## src/rtl/pipe_stall_ctrl.sv

```systemverilog
// Pipeline hazard/stall controller: load-use interlock, branch flush and
// data-cache miss freeze with a sticky memory-timeout flag and perf counters.
//
// state    | meaning
// ---------+--------------------------------------------------------------
// RUN      | pipe flows; a cache miss (req without ack) freezes it and exits
// MEM_WAIT | waiting for the data cache; pipe frozen until mem_ack_i
module pipe_stall_ctrl #(
    parameter int unsigned TIMEOUT = 255
) (
    input  logic        clk_i,
    input  logic        rst_i,
    input  logic        id_ex_memrd_i,
    input  logic [4:0]  ex_rt_i,
    input  logic [4:0]  id_rs_i,
    input  logic [4:0]  id_rt_i,
    input  logic        branch_taken_i,
    input  logic        mem_req_i,
    input  logic        mem_ack_i,
    input  logic        clr_cnt_i,
    output logic        pc_wr_o,
    output logic        if_id_wr_o,
    output logic        ex_mem_wr_o,
    output logic        mem_wb_wr_o,
    output logic        id_ex_bubble_o,
    output logic        if_id_flush_o,
    output logic [15:0] stall_cnt_o,
    output logic [15:0] flush_cnt_o,
    output logic [1:0]  state_o,
    output logic        timeout_o
);

    typedef enum logic [1:0] {
        RUN      = 2'd0,
        MEM_WAIT = 2'd1
    } state_t;

    state_t     state_q, state_d;
    logic [7:0] wait_cnt;
    logic       freeze;
    logic       lu_hazard;
    logic       wait_tc;

    assign state_o = state_q;

    // Register 0 is hardwired, so a load targeting it never creates a hazard.
    assign lu_hazard = id_ex_memrd_i && (ex_rt_i != 5'd0) &&
                       ((id_rs_i == ex_rt_i) || (id_rt_i == ex_rt_i));

    assign wait_tc = ({24'd0, wait_cnt} + 32'd1) >= TIMEOUT;

    always_comb begin
        state_d        = state_q;
        freeze         = 1'b0;
        pc_wr_o        = 1'b1;
        if_id_wr_o     = 1'b1;
        ex_mem_wr_o    = 1'b1;
        mem_wb_wr_o    = 1'b1;
        id_ex_bubble_o = 1'b0;
        if_id_flush_o  = 1'b0;

        case (state_q)
            RUN: begin
                if (mem_req_i && !mem_ack_i) begin
                    freeze  = 1'b1;
                    state_d = MEM_WAIT;
                end
            end
            MEM_WAIT: begin
                if (mem_ack_i) state_d = RUN;
                else           freeze  = 1'b1;
            end
            default: state_d = RUN;
        endcase

        if (freeze) begin
            pc_wr_o     = 1'b0;
            if_id_wr_o  = 1'b0;
            ex_mem_wr_o = 1'b0;
            mem_wb_wr_o = 1'b0;
        end else if (lu_hazard) begin
            // A coincident taken branch is dropped; ID re-presents it next cycle.
            pc_wr_o        = 1'b0;
            if_id_wr_o     = 1'b0;
            id_ex_bubble_o = 1'b1;
        end else if (branch_taken_i) begin
            if_id_flush_o = 1'b1;
        end

        if (!rst_i) begin
            pc_wr_o        = 1'b0;
            if_id_wr_o     = 1'b0;
            ex_mem_wr_o    = 1'b0;
            mem_wb_wr_o    = 1'b0;
            id_ex_bubble_o = 1'b0;
            if_id_flush_o  = 1'b0;
        end
    end

    always_ff @(posedge clk_i or negedge rst_i) begin
        if (!rst_i) begin
            state_q     <= RUN;
            wait_cnt    <= 8'd0;
            timeout_o   <= 1'b0;
            stall_cnt_o <= 16'd0;
            flush_cnt_o <= 16'd0;
        end else begin
            state_q <= state_d;

            if (state_q == RUN && state_d == MEM_WAIT)
                wait_cnt <= 8'd0;
            else if (state_q == MEM_WAIT && wait_cnt != 8'hFF)
                wait_cnt <= wait_cnt + 8'd1;

            // Timeout only flags; the FSM keeps waiting for the ack.
            if (clr_cnt_i)
                timeout_o <= 1'b0;
            else if (state_q == MEM_WAIT && wait_tc)
                timeout_o <= 1'b1;

            if (clr_cnt_i)
                stall_cnt_o <= 16'd0;
            else if (!pc_wr_o && stall_cnt_o != 16'hFFFF)
                stall_cnt_o <= stall_cnt_o + 16'd1;

            if (clr_cnt_i)
                flush_cnt_o <= 16'd0;
            else if (if_id_flush_o && flush_cnt_o != 16'hFFFF)
                flush_cnt_o <= flush_cnt_o + 16'd1;
        end
    end

endmodule

```

## config.mk

```make
export PLATFORM = sky130hd
export DESIGN_NAME = pipe_stall_ctrl
export DESIGN_NICKNAME = d
export VERILOG_FILES = /design/src/rtl/pipe_stall_ctrl.sv
export SDC_FILE = /design/constraint.sdc
export NUM_CORES = 1
export LEC_CHECK = 0
export BUFFER_PORTS_ARGS = -buffer_cell sky130_fd_sc_hd__buf_2
export CAP_MARGIN = 20
export CORE_MARGIN = 1
export CORE_UTILIZATION = 42
export CTS_CLUSTER_DIAMETER = 100
export DETAILED_ROUTE_END_ITERATION = 16
export PLACE_DENSITY = 0.69
export SETUP_SLACK_MARGIN = 0.15
export SLEW_MARGIN = 40
export SYNTH_ARGS = -nofsm -noshare
export SYNTH_HDL_FRONTEND = slang
export SYNTH_SLANG_ARGS = --single-unit
```

## constraint.sdc

```tcl
create_clock -name clk_i -period 4.6 [get_ports clk_i]
set_input_delay 0.92 -clock clk_i [delete_from_list [all_inputs] [get_ports clk_i]]
set_output_delay 0.92 -clock clk_i [all_outputs]
set_load 0.1 [all_outputs]
```

==> metrics.yaml, run 1 <==
synthesis:
  syn-num-nets: 314
  ys_seq_area_frac: 0.412
  yosys_warnings: 0
  async_reset_ff_frac: 1.00
  syn_area_um2: 2610
  yosys_register_bits: 43
  ys.flop_type: "dfrtp_1"
  ys_types: 46
  syn_avg_cell_area_um2: 9.06
  synth_edf_count: 0
  synth_cells: 288
grt:
  gr-total-overflow: 0
  antenna_found_initial: 0
  grt_start_max_net_pins: 44
  grt_pass1_wl_um: 9890
  gr-usage-all-layers: 0.191
  grt_pass1_vias: 2198
sta:
  rsz0062_at_grt: "no"
  period_minus_slack_ns: 3.61
  period_share: 0.784
  final_hold_viol_count: 0
  tns_ns: 0
  maxSlewHeadroom: 0.490
  final_max_slew_viol_count: 0
  timing.hold.ws_ns: 0.488
  setup_viol: 0
  tightest_slew_ns: 0.759
  max_freq_mhz: 277
  finClkSkew_ns: 0.00572
placed_design:
  numPortBuffers: 62
  place_congestion: 0.826
  hpwl_um: 3960
setup_path:
  crit_path_frequent_cell: "buf_2"
  cp_data_required_time_ns: 3.68
  crit_slowest_cell: "or4_4"
  crit_chain: "buf_2 -> or4_4 -> o21ai_4 -> o21ai_2 -> inv_2 -> buf_2"
  start_kind: "input port"
  worstPathArrival_ns: 2.69
  worstSetupPathType: "input port to primary output"
  cp.buffers_inverters: 3
  worstPathMaxFanout: 22
  max_stage_delay_ns: 0.54
  end_kind: "primary output"
  crit_family: "buffers and inverters"
pwr:
  p_switching_uw: 253
  p_leak_uw: 0.00142
  switching_share: 0.311
  ir_drop_uv: 151
  p_int_uw: 560
  clock_power_share: 0.332
  combPwrFrac: 0.178
  p_per_area_nw_per_um2: 265
  pwr-share-seq: 0.490
die:
  die_x_um: 80.8
  dieArea_um2: 6530
  ios: 63
  dieHeight_um: 80.8
  initial_core_util: 0.438
  num_rows: 28
  core_area_um2: 5960
clock_network:
  cts.sinks: 43
  clock_latency_ns: 0.29
  cts_tree: "yes"
  cts-resized-gates: 0
  root_buffer: "clkbuf_8"
  cts_made_buffers: 5
  post_cts_buffers: 0
  clkTransAtPathRegs_ns: 0.08
  hold_buffers: 0
  cts.path.max_buffers: 2
  cts_max_level: 2
route:
  vias: 2336
  drt_iter0_markers: 114
  ant_nets: 0
  remaining_drc_errors: 0
  vias_per_cell: 5.56
  first_pass_iters: 4
  wl_um: 5710
  wl_per_cell_um: 13.6
final_layout:
  final_common_cell: "buf_2"
  nets: 370
  final_cell_mix: "buf_2 (62), dfrtp_1 (43), a21oi_1 (23)"
  n_antenna_cell: 0
  final_layout_size_suffix_gt1_frac: 0.243
  multiInputGateArea_um2: 1430
  areaGrowthSynthToFinish_pct: 17.5
  regArea_um2: 1080
  nFillCells: 590
run_status:
  status: "completed"
run:
  cap_violations: 0
hold_path:
  hp-class: "flip-flop to flip-flop"
## metrics by stage
step,power [µW],instance area [µm²],utilization,setup slack (ns),instances
4_1_cts,824,3060,0.514,0.981,420
2_1_floorplan,513,2610,-,0.345,288
6_report,812,3060,0.514,0.994,420
3_5_place_dp,552,2960,0.496,0.981,412
3_3_place_gp,547,2960,0.496,0.994,412
5_1_grt,851,3060,0.514,0.894,420
## state kept, by name, summed over array words and instances, names as in the netlist
register and flops:
wait_cnt 8, state_o 2, flush_cnt_o 16, timeout_o 1, stall_cnt_o 16
## worst reg2reg max path, stage by stage, from the launching register on
cell and delay, ns:
dfrtp_1 0.43, ha_1 0.23, nand4_1 0.17, nor3_1 0.67, buf_4 0.28, inv_2 0.05
nand3_1 0.08, mux2_1 0.33
## metal layers
metal | GRT usage | part of all wire
met1 | 0.245 | 0.48
met2 | 0.329 | 0.48
met3 | 0.0371 | 0.032
met4 | 0.0429 | 0.0086
met5 | 0 | 0
## cell families (layout without fill, tap and decap cells)
| group | count (synthesis) | after routing | synth area share |
|---|---|---|---|
| mux | 10 | 10 | 0.0432 |
| fa+ha+maj | 4 | 4 | 0.0192 |
| other cells | 1 | 1 | 0.00144 |
| flops | 43 | 43 | 0.412 |
| simple gates | 126 | 126 | 0.271 |
| xor+xnor | 10 | 10 | 0.0336 |
| compound gates | 70 | 70 | 0.175 |
| buf+inv | 24 | 81 | 0.0441 |
## power by group through the flow
stage | clock [µW] | combinational (µW) | sequential [µW]
after detailed placement | 0 | 146 | 406
after global routing | 294 | 157 | 401
after CTS | 279 | 147 | 398
final | 270 | 144 | 398
after global placement | 0 | 142 | 405
after floorplan | 0 | 83.8 | 429
## area by class of cell
class	instances	area share
Multi-Input combinational cell	221	0.466
Tap cell	75	0.0306
Timing Repair Buffer	65	0.109
Inverter	8	0.00980
Sequential cell	43	0.351
Clock buffer	7	0.0314
Clock inverter	1	0.00245
## worst paths after layout
check                                from              end  slack [ns]  cells past startpoint
max reg2reg                stall_cnt_o[0]   stall_cnt_o[2]        2.25                      7
max                            ex_rt_i[1]       if_id_wr_o        0.99                      6
min                            state_o[1]       state_o[0]        0.49                      1
max in group asynchronous           rst_i  flush_cnt_o[12]        3.49                      2
min in group asynchronous           rst_i      wait_cnt[1]        0.72                      2
min reg2reg                    state_o[1]       state_o[0]        0.49                      1
## synth_stat cells, types with 2 or more instances
cell type	number	area, µm²
dfrtp_1	43	1080
a21oi_1	23	115
nor2_1	22	82.6
nand3_1	20	100
o31ai_1	15	113
or4_1	15	113
nand2_1	14	52.6
and3_1	11	68.8
nor2b_1	11	68.8
mux2_1	10	113
o21ai_1	10	50.1
xor2_1	10	87.6
nor3_1	8	40.0
clkbuf_1	7	26.3
o21ai_0	7	35.0
buf_2	5	25.0
inv_1	5	18.8
nand4_1	5	31.3
ha_1	4	50.1
nand2b_1	4	25.0
or3_1	4	25.0
and4_1	3	26.3
buf_4	3	22.5
inv_2	3	11.3
nor3b_1	2	15.0
nor4_1	2	12.5
o21bai_1	2	15.0
o41ai_1	2	17.5
No activity file was read; power rests on OpenSTA's default activity.
==> run 2: changes to the inputs <==
--- a/config.mk
+++ b/config.mk
@@ -11,7 +11,7 @@
 export CORE_UTILIZATION = 42
 export CTS_CLUSTER_DIAMETER = 100
 export DETAILED_ROUTE_END_ITERATION = 16
-export PLACE_DENSITY = 0.69
+export PLACE_DENSITY = 0.72
 export SETUP_SLACK_MARGIN = 0.15
 export SLEW_MARGIN = 40
 export SYNTH_ARGS = -nofsm -noshare
==> constraint.sdc (replaced) <==
create_clock -name clk_i -period 3.3 [get_ports clk_i]
set_input_delay 0.66 -clock clk_i [delete_from_list [all_inputs] [get_ports clk_i]]
set_output_delay 0.66 -clock clk_i [all_outputs]
set_load 0.1 [all_outputs]
==> run 2 against run 1 <==
Sequential power grew 39%. Critical path depth is the same. Global-route usage is essentially flat. Register-to-register slack lost 1.2 ns. Worst setup slack lost 0.52 ns. Sequential cell count is the same.
==> metrics.yaml, run 2 (same netlist as run 1, synthesis figures left out) <==
sta:
  max_freq_mhz: 353
  final_hold_viol_count: 0  # unchanged
  final_max_slew_viol_count: 0  # unchanged
  tns_ns: 0  # unchanged
  finClkSkew_ns: 0.00637  # +0.000658 ns
  period_minus_slack_ns: 2.83
  timing.final.ws_setup_ns: 0.469  # -0.524 ns
  maxSlewHeadroom: 0.493  # +0.00321
  period_share: 0.858
  tightest_slew_ns: 0.760  # +0.00102 ns
  rsz0062_at_grt: "no"
  setup_viol: 0  # unchanged
clock_network:
  cts-resized-gates: 0  # unchanged
  clkTransAtPathRegs_ns: 0.08  # about the same
  cts_tree: "yes"
  hold_buffers: 0  # unchanged
  cts.sinks: 43  # unchanged
  cts.path.max_buffers: 2  # unchanged
  post_cts_buffers: 0  # unchanged
  cts_max_level: 2  # unchanged
  root_buffer: "clkbuf_8"
  clock_latency_ns: 0.29  # about the same
  cts_made_buffers: 5  # unchanged
setup_path:
  end_kind: "primary output"
  r2r_slack_ns: 1.06  # -1.19 ns
  max_stage_delay_ns: 0.55  # about the same
  cp_data_required_time_ns: 2.64  # -1.04 ns
  crit_chain: "buf_2 -> or4_4 -> o21ai_4 -> o21ai_2 -> inv_2 -> buf_12"
  worstSetupPathType: "input port to primary output"
  regToRegEndpoint: "flush_cnt_o[6]"
  worstPathMaxFanout: 13  # -41%
  rr_worst_depth: 7  # unchanged
  start_kind: "input port"
  worstPathArrival_ns: 2.17  # -0.52 ns
  crit_slowest_cell: "or4_4"
  r2r_start: "flush_cnt_o[0]"
pwr:
  pwr-share-seq: 0.507  # +0.017
  switching_share: 0.315  # +0.00374
  p_per_area_nw_per_um2: 352  # +33%
  clock_power_share: 0.298  # -0.034
  combPwrFrac: 0.196  # +0.018
  ir_drop_uv: 200  # +32%
  p_switching_uw: 344  # +36%
  p_leak_uw: 0.00144  # +1.4%
  p_int_uw: 749  # +34%
final_layout:
  final_common_cell: "buf_2"
  areaGrowthSynthToFinish_pct: 19.1
  final_cell_mix: "buf_2 (59), dfrtp_1 (41), a21oi_1 (23)"
  nets: 372  # +0.54%
  n_antenna_cell: 0  # unchanged
  largest_registers: "flush_cnt_o (16), stall_cnt_o (16), wait_cnt (8)"
  stdcell_area_um2: 3110  # +1.4%
  final_layout_size_suffix_gt1_frac: 0.251  # +0.00724
hold_path:
  hp-class: "input port to async pin"
route:
  drt_iter0_markers: 142  # +25%
  vias: 2405  # +3.0%
  ant_nets: 0  # unchanged
  first_pass_iters: 4  # unchanged
  wl_um: 5770  # +1.2%
  wl_per_cell_um: 13.7  # +0.69%
  remaining_drc_errors: 0  # unchanged
  vias_per_cell: 5.70  # +2.5%
placed_design:
  numPortBuffers: 62  # unchanged
  place_congestion: 0.771  # -6.7%
  post-place-ws_ns: 0.440  # -0.541 ns
  dpl_cell_area_um2: 3030  # +2.4%
  hpwl_um: 4080  # +3.2%
die:
  die_x_um: 80.8  # unchanged
  num_rows: 28  # unchanged
  dieArea_um2: 6530  # unchanged
  initial_core_util: 0.438  # unchanged
  ios: 63  # unchanged
  core_area_um2: 5960  # unchanged
  dieHeight_um: 80.8  # unchanged
grt:
  antenna_found_initial: 0  # unchanged
  gr-total-overflow: 0  # unchanged
  grt_start_max_net_pins: 44  # unchanged
  grt_pass1_wl_um: 9880  # -0.14%
  gr-usage-all-layers: 0.191  # about the same
  grt_pass1_vias: 2164  # -1.5%
run:
  cap_violations: 0  # unchanged
run_status:
  status: "completed"
## run 2: through the flow
stage | total power (µW) | instances | util | hold slack [ns]
2_1_floorplan | 717 | 288 | - | 0.364
3_3_place_gp | 777 | 414 | 0.508 | 0.458
3_5_place_dp | 781 | 414 | 0.508 | 0.456
4_1_cts | 1100 | 422 | 0.522 | 0.468
5_1_grt | 1140 | 422 | 0.522 | 0.482
6_report | 1090 | 422 | 0.522 | 0.466
## run 2: critical path, delay by kind of cell
family | cells | cell delay (ns)
buf+inv | 3 | 0.60
simple gates | 1 | 0.55
compound gates | 2 | 0.36
## run 2: final cells by class
type,instances,area (µm²)
Timing Repair Buffer,67,393
Tap cell,75,93.8
Clock inverter,1,5.00
Clock buffer,7,76.3
Sequential cell,43,1080
Multi-Input combinational cell,221,1430
Fill cell,583,2850
Inverter,8,30.0
## run 2: power by group through the flow
stage                     clock network, µW  logic (µW)  registers [µW]
after global routing                    355         232             557
final                                   325         214             554
after CTS                               333         217             554
after detailed placement                  0         216             565
after floorplan                           0         119             598
after global placement                    0         212             565
## run 2: worst max path at each step
stage | start | to | slack, ns | cells after the start
6_report | ex_rt_i[1] | pc_wr_o | 0.47 | 6
4_1_cts | ex_rt_i[1] | if_id_wr_o | 0.46 | 6
3_5_place_dp | ex_rt_i[3] | stall_cnt_o[3] | 0.44 | 9
3_3_place_gp | ex_rt_i[1] | pc_wr_o | 0.51 | 6
2_1_floorplan | ex_rt_i[1] | pc_wr_o | 0.19 | 7
5_1_grt | ex_rt_i[0] | pc_wr_o | 0.38 | 7
## run 2: layer usage
layer / wire, µm / global-route usage / up-vias
li1: - / - / 1185
met1: 2710 / 0.261 / 1167
met2: 2830 / 0.315 / 49
met3: 206 / 0.0315 / 4
met4: 29 / 0.0446 / 0
met5: 0 / 0 / -
==> run 3: changes to the inputs <==
==> constraint.sdc (replaced) <==
create_clock -name clk_i -period 3.3 [get_ports clk_i]
set_input_delay 0 -clock clk_i [delete_from_list [all_inputs] [get_ports clk_i]]
set_output_delay 0 -clock clk_i [all_outputs]
set_load 0.1 [all_outputs]
==> run 3 against run 2 <==
Cell count stayed put. Sequential share of layout area fell by 0.19 points. Utilization grew 0.17 points. Clock power grew 50%. Hold slack got worse by 0.45 ns. Critical path depth rose by 1. Critical path type is now flip-flop to flip-flop. Critical endpoint is now stall_cnt_o[2]. Largest cell class unchanged.
==> metrics.yaml, run 3 (same netlist as run 1, synthesis figures left out) <==
clock_network:
  cts_max_level: 2  # unchanged
  cts.sinks: 43  # unchanged
  cts_made_buffers: 5  # unchanged
  clkTransAtPathRegs_ns: 0.09  # about the same
  cts_tree: "yes"
  clock_latency_ns: 0.29  # about the same
  cts.path.max_buffers: 2  # unchanged
  root_buffer: "clkbuf_8"
  post_cts_buffers: 0  # unchanged
final_layout:
  fin_cells: 422  # unchanged
  final_cell_mix: "buf_2 (62), dfrtp_1 (43), a21oi_1 (23)"
  largest_registers: "flush_cnt_o (16), stall_cnt_o (16), wait_cnt (8)"
  nFillCells: 587  # +0.69%
  final_common_cell: "buf_2"
  final_layout_size_suffix_gt1_frac: 0.242  # -0.00865
  areaGrowthSynthToFinish_pct: 19.5
  n_antenna_cell: 0  # unchanged
  nets: 372  # unchanged
route:
  wl_per_cell_um: 14.3  # +4.8%
  dr_wl_met3_um: 271  # +32%
  remaining_drc_errors: 0  # unchanged
  wl_um: 6050  # +4.8%
  first_pass_iters: 4  # unchanged
  met2_length_um: 2980  # +5.2%
  top_layer: "met4"
  drt_iter0_markers: 168  # +18%
  ant_nets: 0  # unchanged
  vias_per_cell: 5.79  # +1.6%
  vias: 2444  # +1.6%
  met1_length_um: 2740  # +1.3%
hold_path:
  hp-class: "input port to flip-flop"
  hp-start: "mem_req_i"
  hold_depth: 3
  min_to: "state_o[0]"
die:
  ios: 63  # unchanged
  initial_core_util: 0.438  # unchanged
  die_x_um: 80.8  # unchanged
  dieHeight_um: 80.8  # unchanged
  core_area_um2: 5960  # unchanged
  num_rows: 28  # unchanged
  dieArea_um2: 6530  # unchanged
grt:
  grt_pass1_wl_um: 10000  # +1.7%
  gr-usage-all-layers: 0.196  # +0.00527
  gr-total-overflow: 0  # unchanged
  antenna_found_initial: 0  # unchanged
  grt_start_max_net_pins: 44  # unchanged
  grt_pass1_vias: 2202  # +1.8%
sta:
  maxSlewHeadroom: 0.488  # -0.00473
  setup_viol: 0  # unchanged
  period_share: 0.710  # -0.148
  rsz0062_at_grt: "no"
  final_hold_viol_count: 0  # unchanged
  final_max_slew_viol_count: 0  # unchanged
  tns_ns: 0  # unchanged
  tightest_slew_ns: 0.761  # +0.00124 ns
  period_minus_slack_ns: 2.34  # -0.489 ns
  max_freq_mhz: 427  # +21%
  finClkSkew_ns: 0.00938  # +0.00301 ns
setup_path:
  worstPathMaxFanout: 8  # -5
  r2r_slack_ns: 0.96  # -0.10 ns
  end_kind: "flip-flop"
  r2r_start: "stall_cnt_o[0]"
  worstPathArrival_ns: 2.52  # +0.35 ns
  worstSetupPathType: "flip-flop to flip-flop"
  rr_worst_depth: 7  # unchanged
  regToRegEndpoint: "stall_cnt_o[2]"
  start_kind: "flip-flop"
  cp_data_required_time_ns: 3.48  # +0.84 ns
pwr:
  p_per_area_nw_per_um2: 401  # +14%
  switching_share: 0.285  # -0.0303
  p_int_uw: 894  # +19%
  pwr-share-seq: 0.444  # -0.063
  ir_drop_uv: 245  # +23%
  combPwrFrac: 0.164  # -0.032
  p_leak_uw: 0.00145  # +0.46%
  clock_power_share: 0.392  # +0.094
  p_switching_uw: 355  # +3.2%
run_status:
  status: "completed"
placed_design:
  place_congestion: 0.795  # +3.1%
  hpwl_um: 4220  # +3.4%
  dpl.cell_count: 412  # -0.48%
  numPortBuffers: 62  # unchanged
run:
  cap_violations: 0  # unchanged
==> run 3: metal layers <==
metal / track usage / vias up
li1: - / 1186
met1: 0.258 / 1188
met2: 0.319 / 64
met3: 0.0371 / 6
met4: 0.0732 / 0
met5: 0 / -
==> run 3: power by group through the flow <==
| stage | logic, µW | registers, µW | clock network [µW] |
|---|---|---|---|
| global route | 222 | 557 | 521 |
| finish | 205 | 554 | 489 |
| global placement | 199 | 564 | 0 |
| detailed placement | 204 | 565 | 0 |
| CTS | 207 | 554 | 499 |
| floorplan | 117 | 598 | 0 |
==> run 3: cell type report <==
| type | count | area [µm²] | area share |
|---|---|---|---|
| clock inverters | 2 | 60.1 | 0.0193 |
| repair buffers | 67 | 353 | 0.113 |
| clock buffers | 6 | 72.6 | 0.0233 |
| flip-flops and latches | 43 | 1080 | 0.345 |
| well taps | 75 | 93.8 | 0.0301 |
| multi-input cells | 221 | 1430 | 0.459 |
| inverters | 8 | 30.0 | 0.00963 |
==> run 3: critical path, cell delays in order (launching register included) <==
cell	delay [ns]
dfrtp_1	0.44
ha_1	0.24
nand4_1	0.18
nor3_1	0.67
buf_4	0.27
inv_2	0.05
nand3_1	0.08
mux2_1	0.32
==> run 3: timing repair <==
action	CTS	global route
gates resized for setup	0	0
hold endpoints to repair	44	0
hold buffers	2	0
==> run 3: worst max path at each step <==
stage                   start         endpoint  slack, ns  cells after the start
2_1_floorplan      state_o[1]  stall_cnt_o[15]       0.30                      8
3_3_place_gp   flush_cnt_o[2]  flush_cnt_o[14]       1.04                      7
3_5_place_dp   stall_cnt_o[0]   stall_cnt_o[5]       0.98                      7
4_1_cts        stall_cnt_o[0]   stall_cnt_o[5]       0.94                      7
5_1_grt        stall_cnt_o[0]   stall_cnt_o[5]       0.74                      7
6_report       stall_cnt_o[0]   stall_cnt_o[2]       0.96                      7
==> run 3: stage by stage <==
| step | setup slack, ns | util | total power (µW) | area [µm²] | hold slack (ns) |
|---|---|---|---|---|---|
| global route | 0.743 | 0.524 | 1300 | 3120 | 0.0360 |
| detailed placement | 0.981 | 0.498 | 769 | 2970 | 0.148 |
| floorplan | 0.300 | - | 715 | 2620 | -0.296 |
| finish | 0.959 | 0.524 | 1250 | 3120 | 0.0175 |
| global placement | 1.04 | 0.496 | 763 | 2960 | 0.154 |
| CTS | 0.943 | 0.524 | 1260 | 3120 | 0.0222 |
